### config.mk
export PLATFORM = sky130hd
export DESIGN_NAME = reg_bank_arbiter
export DESIGN_NICKNAME = d
export VERILOG_FILES = /design/src/rtl/reg_bank_arbiter.sv
export SDC_FILE = /design/constraint.sdc
export NUM_CORES = 1
export LEC_CHECK = 0
export ABC_AREA = 1
export ABC_CLOCK_PERIOD_IN_PS = 1800
export CAP_MARGIN = 20
export CORE_MARGIN = 3
export CORE_UTILIZATION = 45
export DETAILED_ROUTE_END_ITERATION = 12
export PLACE_DENSITY = 0.82
export SETUP_SLACK_MARGIN = 0.15
export SLEW_MARGIN = 20
export SYNTH_ARGS = -nofsm -noshare
export SYNTH_HDL_FRONTEND = slang
export SYNTH_SLANG_ARGS = --single-unit
### constraint.sdc
create_clock -name clk -period 1.8 [get_ports clk]
set_input_delay 0.18 -clock clk [delete_from_list [all_inputs] [get_ports clk]]
set_output_delay 0.18 -clock clk [all_outputs]
set_load 0.005 [all_outputs]
### src/rtl/reg_bank_arbiter.sv
// ---------------------------------------------------------------------------
// reg_bank_arbiter
//
// Four requesters share a bank of four N-bit registers. A two-state FSM
// (IDLE/WRITE) picks one requester per arbitration using round-robin,
// grants it for exactly one WRITE cycle, and stores its data into the bank
// register it addresses. If the granted requester withdraws its request
// during WRITE, the write is dropped and a sticky error flag is raised.
//
// Ports
//   clk       in   system clock, rising-edge
//   reset     in   asynchronous, active-high reset
//   req       in   [3:0]    per-requester write request
//   req_addr  in   [7:0]    requester i target register in bits [2i+1:2i]
//   req_data  in   [4N-1:0] requester i write data in bits [N*i+N-1:N*i]
//   gnt       out  [3:0]    one-hot grant, high during the winner's WRITE
//   busy      out           high while the FSM is in WRITE
//   bank_out  out  [4N-1:0] bank register j on bits [N*j+N-1:N*j]
//   wr_count  out  [7:0]    completed writes, saturating at 255
//   err       out           sticky: granted requester dropped req in WRITE
// ---------------------------------------------------------------------------
module reg_bank_arbiter #(
  parameter int N = 8
) (
  input  logic           clk,
  input  logic           reset,
  input  logic [3:0]     req,
  input  logic [7:0]     req_addr,
  input  logic [4*N-1:0] req_data,
  output logic [3:0]     gnt,
  output logic           busy,
  output logic [4*N-1:0] bank_out,
  output logic [7:0]     wr_count,
  output logic           err
);

  typedef enum logic {
    IDLE  = 1'b0,
    WRITE = 1'b1
  } state_t;

  state_t       state_q, state_d;
  logic [1:0]   ptr_q, ptr_d;
  logic [1:0]   winner_q, winner_d;
  logic [N-1:0] bank_q [4];
  logic [7:0]   wr_count_q;
  logic         err_q;

  logic [3:0]   bank_en;
  logic         wr_inc;
  logic         err_set;
  logic [1:0]   pick;
  logic [1:0]   probe;
  logic [1:0]   wr_addr;
  logic [N-1:0] wr_data;

  // Round-robin pick: walk offsets from 3 down to 0 so the requester closest
  // to ptr (smallest offset) overwrites any farther one and wins.
  // NOTE: every signal assigned in always_comb gets a default first, so no
  // path leaves it unassigned and no latch is inferred.
  always_comb begin
    pick  = ptr_q;
    probe = ptr_q;
    for (int k = 3; k >= 0; k--) begin
      probe = ptr_q + 2'(k);
      if (req[probe]) pick = probe;
    end
  end

  // Address and data of the registered winner, used only in WRITE.
  assign wr_addr = req_addr[{winner_q, 1'b0} +: 2];
  assign wr_data = req_data[N*winner_q +: N];

  // Next-state and output logic.
  always_comb begin
    state_d  = state_q;
    ptr_d    = ptr_q;
    winner_d = winner_q;
    gnt      = '0;
    busy     = 1'b0;
    bank_en  = '0;
    wr_inc   = 1'b0;
    err_set  = 1'b0;
    unique case (state_q)
      IDLE: begin
        if (|req) begin
          winner_d = pick;
          state_d  = WRITE;
        end
      end
      WRITE: begin
        gnt[winner_q] = 1'b1;
        busy          = 1'b1;
        state_d       = IDLE;
        // The pointer advances past the winner even when the write is dropped.
        ptr_d         = winner_q + 2'd1;
        if (req[winner_q]) begin
          bank_en[wr_addr] = 1'b1;
          wr_inc           = 1'b1;
        end else begin
          err_set = 1'b1;
        end
      end
      default: state_d = IDLE;
    endcase
  end

  // NOTE: sequential state uses non-blocking assignments so every register
  // samples the pre-edge values, independent of statement order.
  always_ff @(posedge clk or posedge reset) begin
    if (reset) begin
      state_q  <= IDLE;
      ptr_q    <= '0;
      winner_q <= '0;
    end else begin
      state_q  <= state_d;
      ptr_q    <= ptr_d;
      winner_q <= winner_d;
    end
  end

  // NOTE: the bank is only four registers and must read as zero right after
  // reset, so it is reset like ordinary flops rather than treated as a RAM.
  always_ff @(posedge clk or posedge reset) begin
    if (reset) begin
      for (int j = 0; j < 4; j++) bank_q[j] <= '0;
    end else begin
      for (int j = 0; j < 4; j++) begin
        if (bank_en[j]) bank_q[j] <= wr_data;
      end
    end
  end

  always_ff @(posedge clk or posedge reset) begin
    if (reset) begin
      wr_count_q <= '0;
      err_q      <= 1'b0;
    end else begin
      if (wr_inc && (wr_count_q != 8'hFF)) wr_count_q <= wr_count_q + 8'd1;
      if (err_set) err_q <= 1'b1;
    end
  end

  for (genvar j = 0; j < 4; j++) begin : g_bank_out
    assign bank_out[N*j +: N] = bank_q[j];
  end

  assign wr_count = wr_count_q;
  assign err      = err_q;

endmodule

# After elaboration in Yosys (flattened, before gate mapping)
# Index checks and enable logic that the tools add are counted.
[classes]
magnitude_cmp = 8
n_reduce_logical = 5
addsub = 5
mux = 28
n_bitwise = 1
eq_ne = 1
shift = 2
[op_table]
columns = ["op", "count"]
rows = [
  ["variable part select 32 x 6 -> 8 bit", 1],
  ["less-than comparator 2 x 3 -> 1 bit (second input constant)", 6],
  ["two-way mux 1 bit", 13],
  ["two-way mux 4 bit", 3],
  ["binary-select mux 1 bit (select 2 bit)", 5],
  ["adder 8 x 1 -> 8 bit (second input constant)", 1],
  ["two-way mux 2 bit", 4],
  ["inequality test 8 bit (second input constant)", 1],
  ["variable part select 8 x 4 -> 2 bit", 1],
  ["adder 2 x 1 -> 2 bit (second input constant)", 2],
  ["adder 2 bit (second input constant)", 2],
  ["demux 1 bit (select 2 bit)", 2],
  ["greater-or-equal comparator 2 x 1 -> 1 bit (second input constant)", 2],
  ["OR reduction 4 bit", 1],
  ["logical AND 1 bit", 3],
  ["case mux 1 bit (2 select lines)", 1],
  ["AND reduction 2 bit", 1],
  ["NOT 1 bit", 1],
]
[word_totals]
regBits = 46
out_inout_bits = 46
word_cells = 59
inputBits = 46

# Longest topological paths before layout
[depth]
depth_word = 7
ltp_mapped = 13
ltp_nobuf = 12

# Worst setup path after synthesis
# OpenSTA, ideal clock, no wires.
[synth_timing]
kind = "register to register"
start = "register winner_q[0]"
end = "register bank_q (netlist bit bank_out[26])"
path_buffers = 3
path_slack_ps = 182
path_stages_with_launch = 10
arrival_time_ps = 1497
setup_time_ps = 120
required_ps = 1680
synth_period_minus_slack_ps = 1618
cell_sequence = "dfrtp_1 buf_4 clkinv_2 buf_6 nand2_1 a32oi_4 inv_4 buf_6 o21ai_1 nand2_1"
[synth_between]
elab_chain_len = 7
elab_cells_between_ends = 11
classes_between = "order compare (2); shift (2); mux (6); reduce/logical (1)"
[synth_lines]
columns = ["element", "line", "rtl"]
rows = [
  ["start: declaration", "44", "logic [1:0] winner_q, winner_d;"],
  ["start signal: assignment", "118", "winner_q <= winner_d;"],
  ["variable part select 8 x 4 -> 2 bit", "71", "assign wr_addr = req_addr[{winner_q, 1'b0} +: 2];"],
  ["less-than comparator 2 x 3 -> 1 bit (not written as such) or greater-or-equal comparator 2 x 1 -> 1 bit (tied branches)", "98", "bank_en[wr_addr] = 1'b1;"],
  ["logical AND 1 bit (not written as such)", "98", ""],
  ["two-way mux 1 bit (not written as such)", "98", ""],
  ["demux 1 bit (select 2 bit)", "98", ""],
  ["two-way mux 4 bit", "97", "if (req[winner_q]) begin"],
  ["two-way mux 4 bit", "84", "unique case (state_q)"],
  ["end signal: indexed assignment", "129", "if (bank_en[j]) bank_q[j] <= wr_data;"],
  ["end: declaration", "45", "logic [N-1:0] bank_q [4];"],
]
# Parallel ways exist; a longest one is shown, timed or not. The select of a mux whose other input is x is not followed.
# A chain may end at the register's enable or synchronous reset.

# Worst setup path in the final report
[layout_timing]
start = "register winner_q[0]"
end = "register bank_q (netlist bit bank_out[29])"
# Same word-level chain as after synthesis.

==> summary.md <==
| Metric | Value |
|---|---|
| Layout cells sized above 1 | `about 20%` |
| Port Buffers | `just over 90` |
| Max-slew violations | `0` |
| Iteration-0 DRC Markers | `between 200 and 250` |
| Detail Route Antenna Nets | `0` |
| Tightest Pin Transition | `roughly 0.6 ns` |
| CTS buffer count | `5` |
| Layout Nets | `around 500` |
| Fin crit share | `between 90 and 100%` |
| #FFs+latches synth | `46` |
| # rows | `26` |
| M2 GR Usage | `roughly two fifths` |
| Core area | `5270 um2` |
| Initial Util | `48.1%` |
| Post-Route WL | `around 7700 um` |
| RePlAce Congestion | `around 0.86` |
| Final Hold Vio Count | `0` |
| Max-slew headroom | `59.9%` |
| P per Cell Area | `between 1500 and 2000 nW/um2` |
| Fmax | `0.577 GHz` |
| Synth Flop Type | `dfrtp_1` |
| DRC Markers | `0` |
| Setup TNS | `0 ns` |
| Syn avg cell area | `slightly below 8 um2` |
| Max-cap violations | `0` |
| IO Pins | `92` |
| CTS sink count | `46` |
| Ant diodes | `0` |
| Async SR Flop Fraction | `100%` |
| CTS clk-pin slew, worst paths | `about 0.080 ns` |
| Peak VDD IR | `0.000777 V` |
| Drt via density | `approximately 5.2` |
| Path type of the worst min-delay path | `in -> async` |
| CP Launch Point | `winner_q[0]` |
| FF-to-FF End | `bank_out[29]` |
| Status | `complete, no violations` |
| H-tree depth | `2` |
| Pre-antenna DRT Iters | `4` |
| LEAKAGE | `around 2.0 nW` |
| # fillers | `~380` |
| Hpwl dp | `around 5300 um` |
| Via count | `around 2,800` |
| Final period demand of the worst path | `1.73 ns` |
| Mapped Area | `between 2000 and 3000 um2` |
| Critical path arrival | `between 1.5 and 2 ns` |
| Synthesis Warnings | `0` |
| FF-to-FF Start | `winner_q[0]` |
| Final Setup Violations | `0` |
| Critical path class | `reg -> reg` |
| Synthesis-to-finish area growth | `61.4%` |
| RSZ-0062 raised after global routing | `true` |
| Max incr delay on CP | `between 0.4 and 0.5 ns` |
| Flop-to-flop setup slack | `between 0.06 and 0.07 ns` |
| Critical Path RT | `1.98 ns` |
| Die ar. | `~6600 um2` |
| GR Util met3 | `2.88%` |
| Synth unique cells | `31` |
| Total Power | `slightly below 7 mW` |
| Post-synth EDFFs | `0` |
| Vias in the first global route | `around 2,500` |
| Crit-path cells | `clkinv_4 > buf_6 > nand2_4 > a32oi_4 > inv_4 > buf_4 > o21ai_1 > nand2_1` |
| Most frequent cells in the layout | `110 x nand2_1, 87 x clkdlybuf4s50_1, 45 x dfrtp_1` |
| Post-synthesis sequential area ratio | `a little under half` |
| Mapped Nets | `379` |
| Clock Skew | `between 0.004 and 0.005 ns` |
| Crit path buffers/inverters | `4` |
| First-pass GRT wire length | `about 12,000 um` |
| Die W | `81.1 um` |
| Min Hold Slack | `~0.18 ns` |
| Routed length per placed instance | `approximately 15 um` |
| Layer with the highest usage | `met2` |
| Share of the core filled with cells | `77.7%` |
| CP Capture Type | `register` |
| Grt total ovfl | `0` |
| Critical-path maximum fanout | `8` |
| Die Y-Extent | `81.1 um` |
| Mapped Cells | `approximately 330` |
| R2R cell count | `8` |
| Root buf cell | `clkbuf_8` |
| Antenna violations before repair | `0` |
| TritonCTS clock tree | `yes` |
| Worst-Skew Late Latency | `approximately 0.3 ns` |
| Startpoint types | `register` |
| Met1 Use GR | `29.0%` |
| Slowest CP cell | `dfrtp_2` |
| Largest net degree at the start of global routing | `33` |
| GRT Total Usage | `22.5%` |
| Cell family with most CP delay | `buffers and inverters` |
| CTS Hold Bufs | `0` |
| Most common cell after layout, fill and taps aside | `nand2_1` |
| Clock Tree Buf Depth | `2` |
-- worst register-to-register path, stage by stage (launching register included) --
cell and delay, ns:
dfrtp_2 0.47, clkinv_4 0.10, buf_6 0.11, nand2_4 0.05
a32oi_4 0.35, inv_4 0.13, buf_4 0.17, o21ai_1 0.16
nand2_1 0.08
-- metrics by stage --
stage               instance area, um2  setup slack [ns]  instances
finish                            4090            0.0672        528
global route                      4090           -0.0261        528
CTS                               3830           0.00442        512
detailed placement                3650           -0.0370        499
global placement                  3650            0.0313        499
floorplan                         2540             0.182        328
-- report_power, final --
| part | internal (mW) | leakage [nW] | switching [mW] |
|---|---|---|---|
| sequential | 1.47 | 0.575 | 0.366 |
| combinational | 2.15 | 1.38 | 2.24 |
| clock | 0.274 | 0.0452 | 0.355 |
| total | 3.90 | 2.00 | 2.96 |
-- layout make-up --
cell class / instances / area [um2] / area share [%]
Sequential cell: 46 / 1150 / 28.1
Inverter: 23 / 96.3 / 2.35
Timing Repair Buffer: 134 / 1290 / 31.6
Clock buffer: 6 / 72.6 / 1.77
Clock inverter: 2 / 13.8 / 0.336
Multi-Input combinational cell: 247 / 1380 / 33.6
Tap cell: 70 / 87.6 / 2.14
-- cells in the mapped netlist (2+ instances only) --
cell	number	share of area, %
dfrtp_1	46	45
o22ai_1	8	2.0
ha_1	5	2.5
a21oi_1	2	0.39
o21ai_1	10	2.0
nor2_4	3	1.3
nor2_1	19	2.8
nor3_1	3	0.59
buf_2	3	0.59
inv_1	21	3.1
nand4_1	2	0.49
clkbuf_1	5	0.74
nor2_2	2	0.49
xnor2_1	2	0.69
buf_6	2	0.89
clkbuf_2	2	0.39
nand3_1	11	2.2
nand2_1	120	18
mux2_2	3	1.3
nand2_2	3	0.74
o21ai_0	42	8.3
xor2_1	5	1.7
-- worst max-delay path by stage --
stage / endpoint / slack, ns / cells past startpoint
finish: bank_out[29] / 0.07 / 8
global placement: bank_out[19] / 0.03 / 9
global route: bank_out[30] / -0.03 / 9
floorplan: bank_out[26] / 0.18 / 9
CTS: gnt[0] / 0.004 / 5
detailed placement: bank_out[19] / -0.04 / 9
-- timing repair --
item,CTS,global route
gates resized for setup,22,52
gates cloned,1,0
pin swaps,3,14
buffers inserted,4,16
endpoints found under the setup margin,41,43
-- sequential cells by signal, summed over array words and instances, names as in the netlist --
signal,cells
state_q,1
winner_q,2
wr_count,8
err,1
ptr_q,2
bank_out,32
-- cells by family after synthesis --
logic type	Yosys count	share of synthesized area, %
AOI/OAI and AO/OA	65	14.3
adders and majority gates	5	2.47
xor gates and xnor gates	7	2.42
muxes	3	1.33
and+or+nand+nor	166	27.6
buffers and inverters	36	6.46
DFF	46	45.4
-- per-layer routing --
metal  vias to the layer above  part of all wire, %
met5                         -                    0
li1                       1325                    -
met4                         0                  1.8
met3                        13                  7.7
met2                       128                   50
met1                      1305                   41
(Power assumes the default switching activity.)
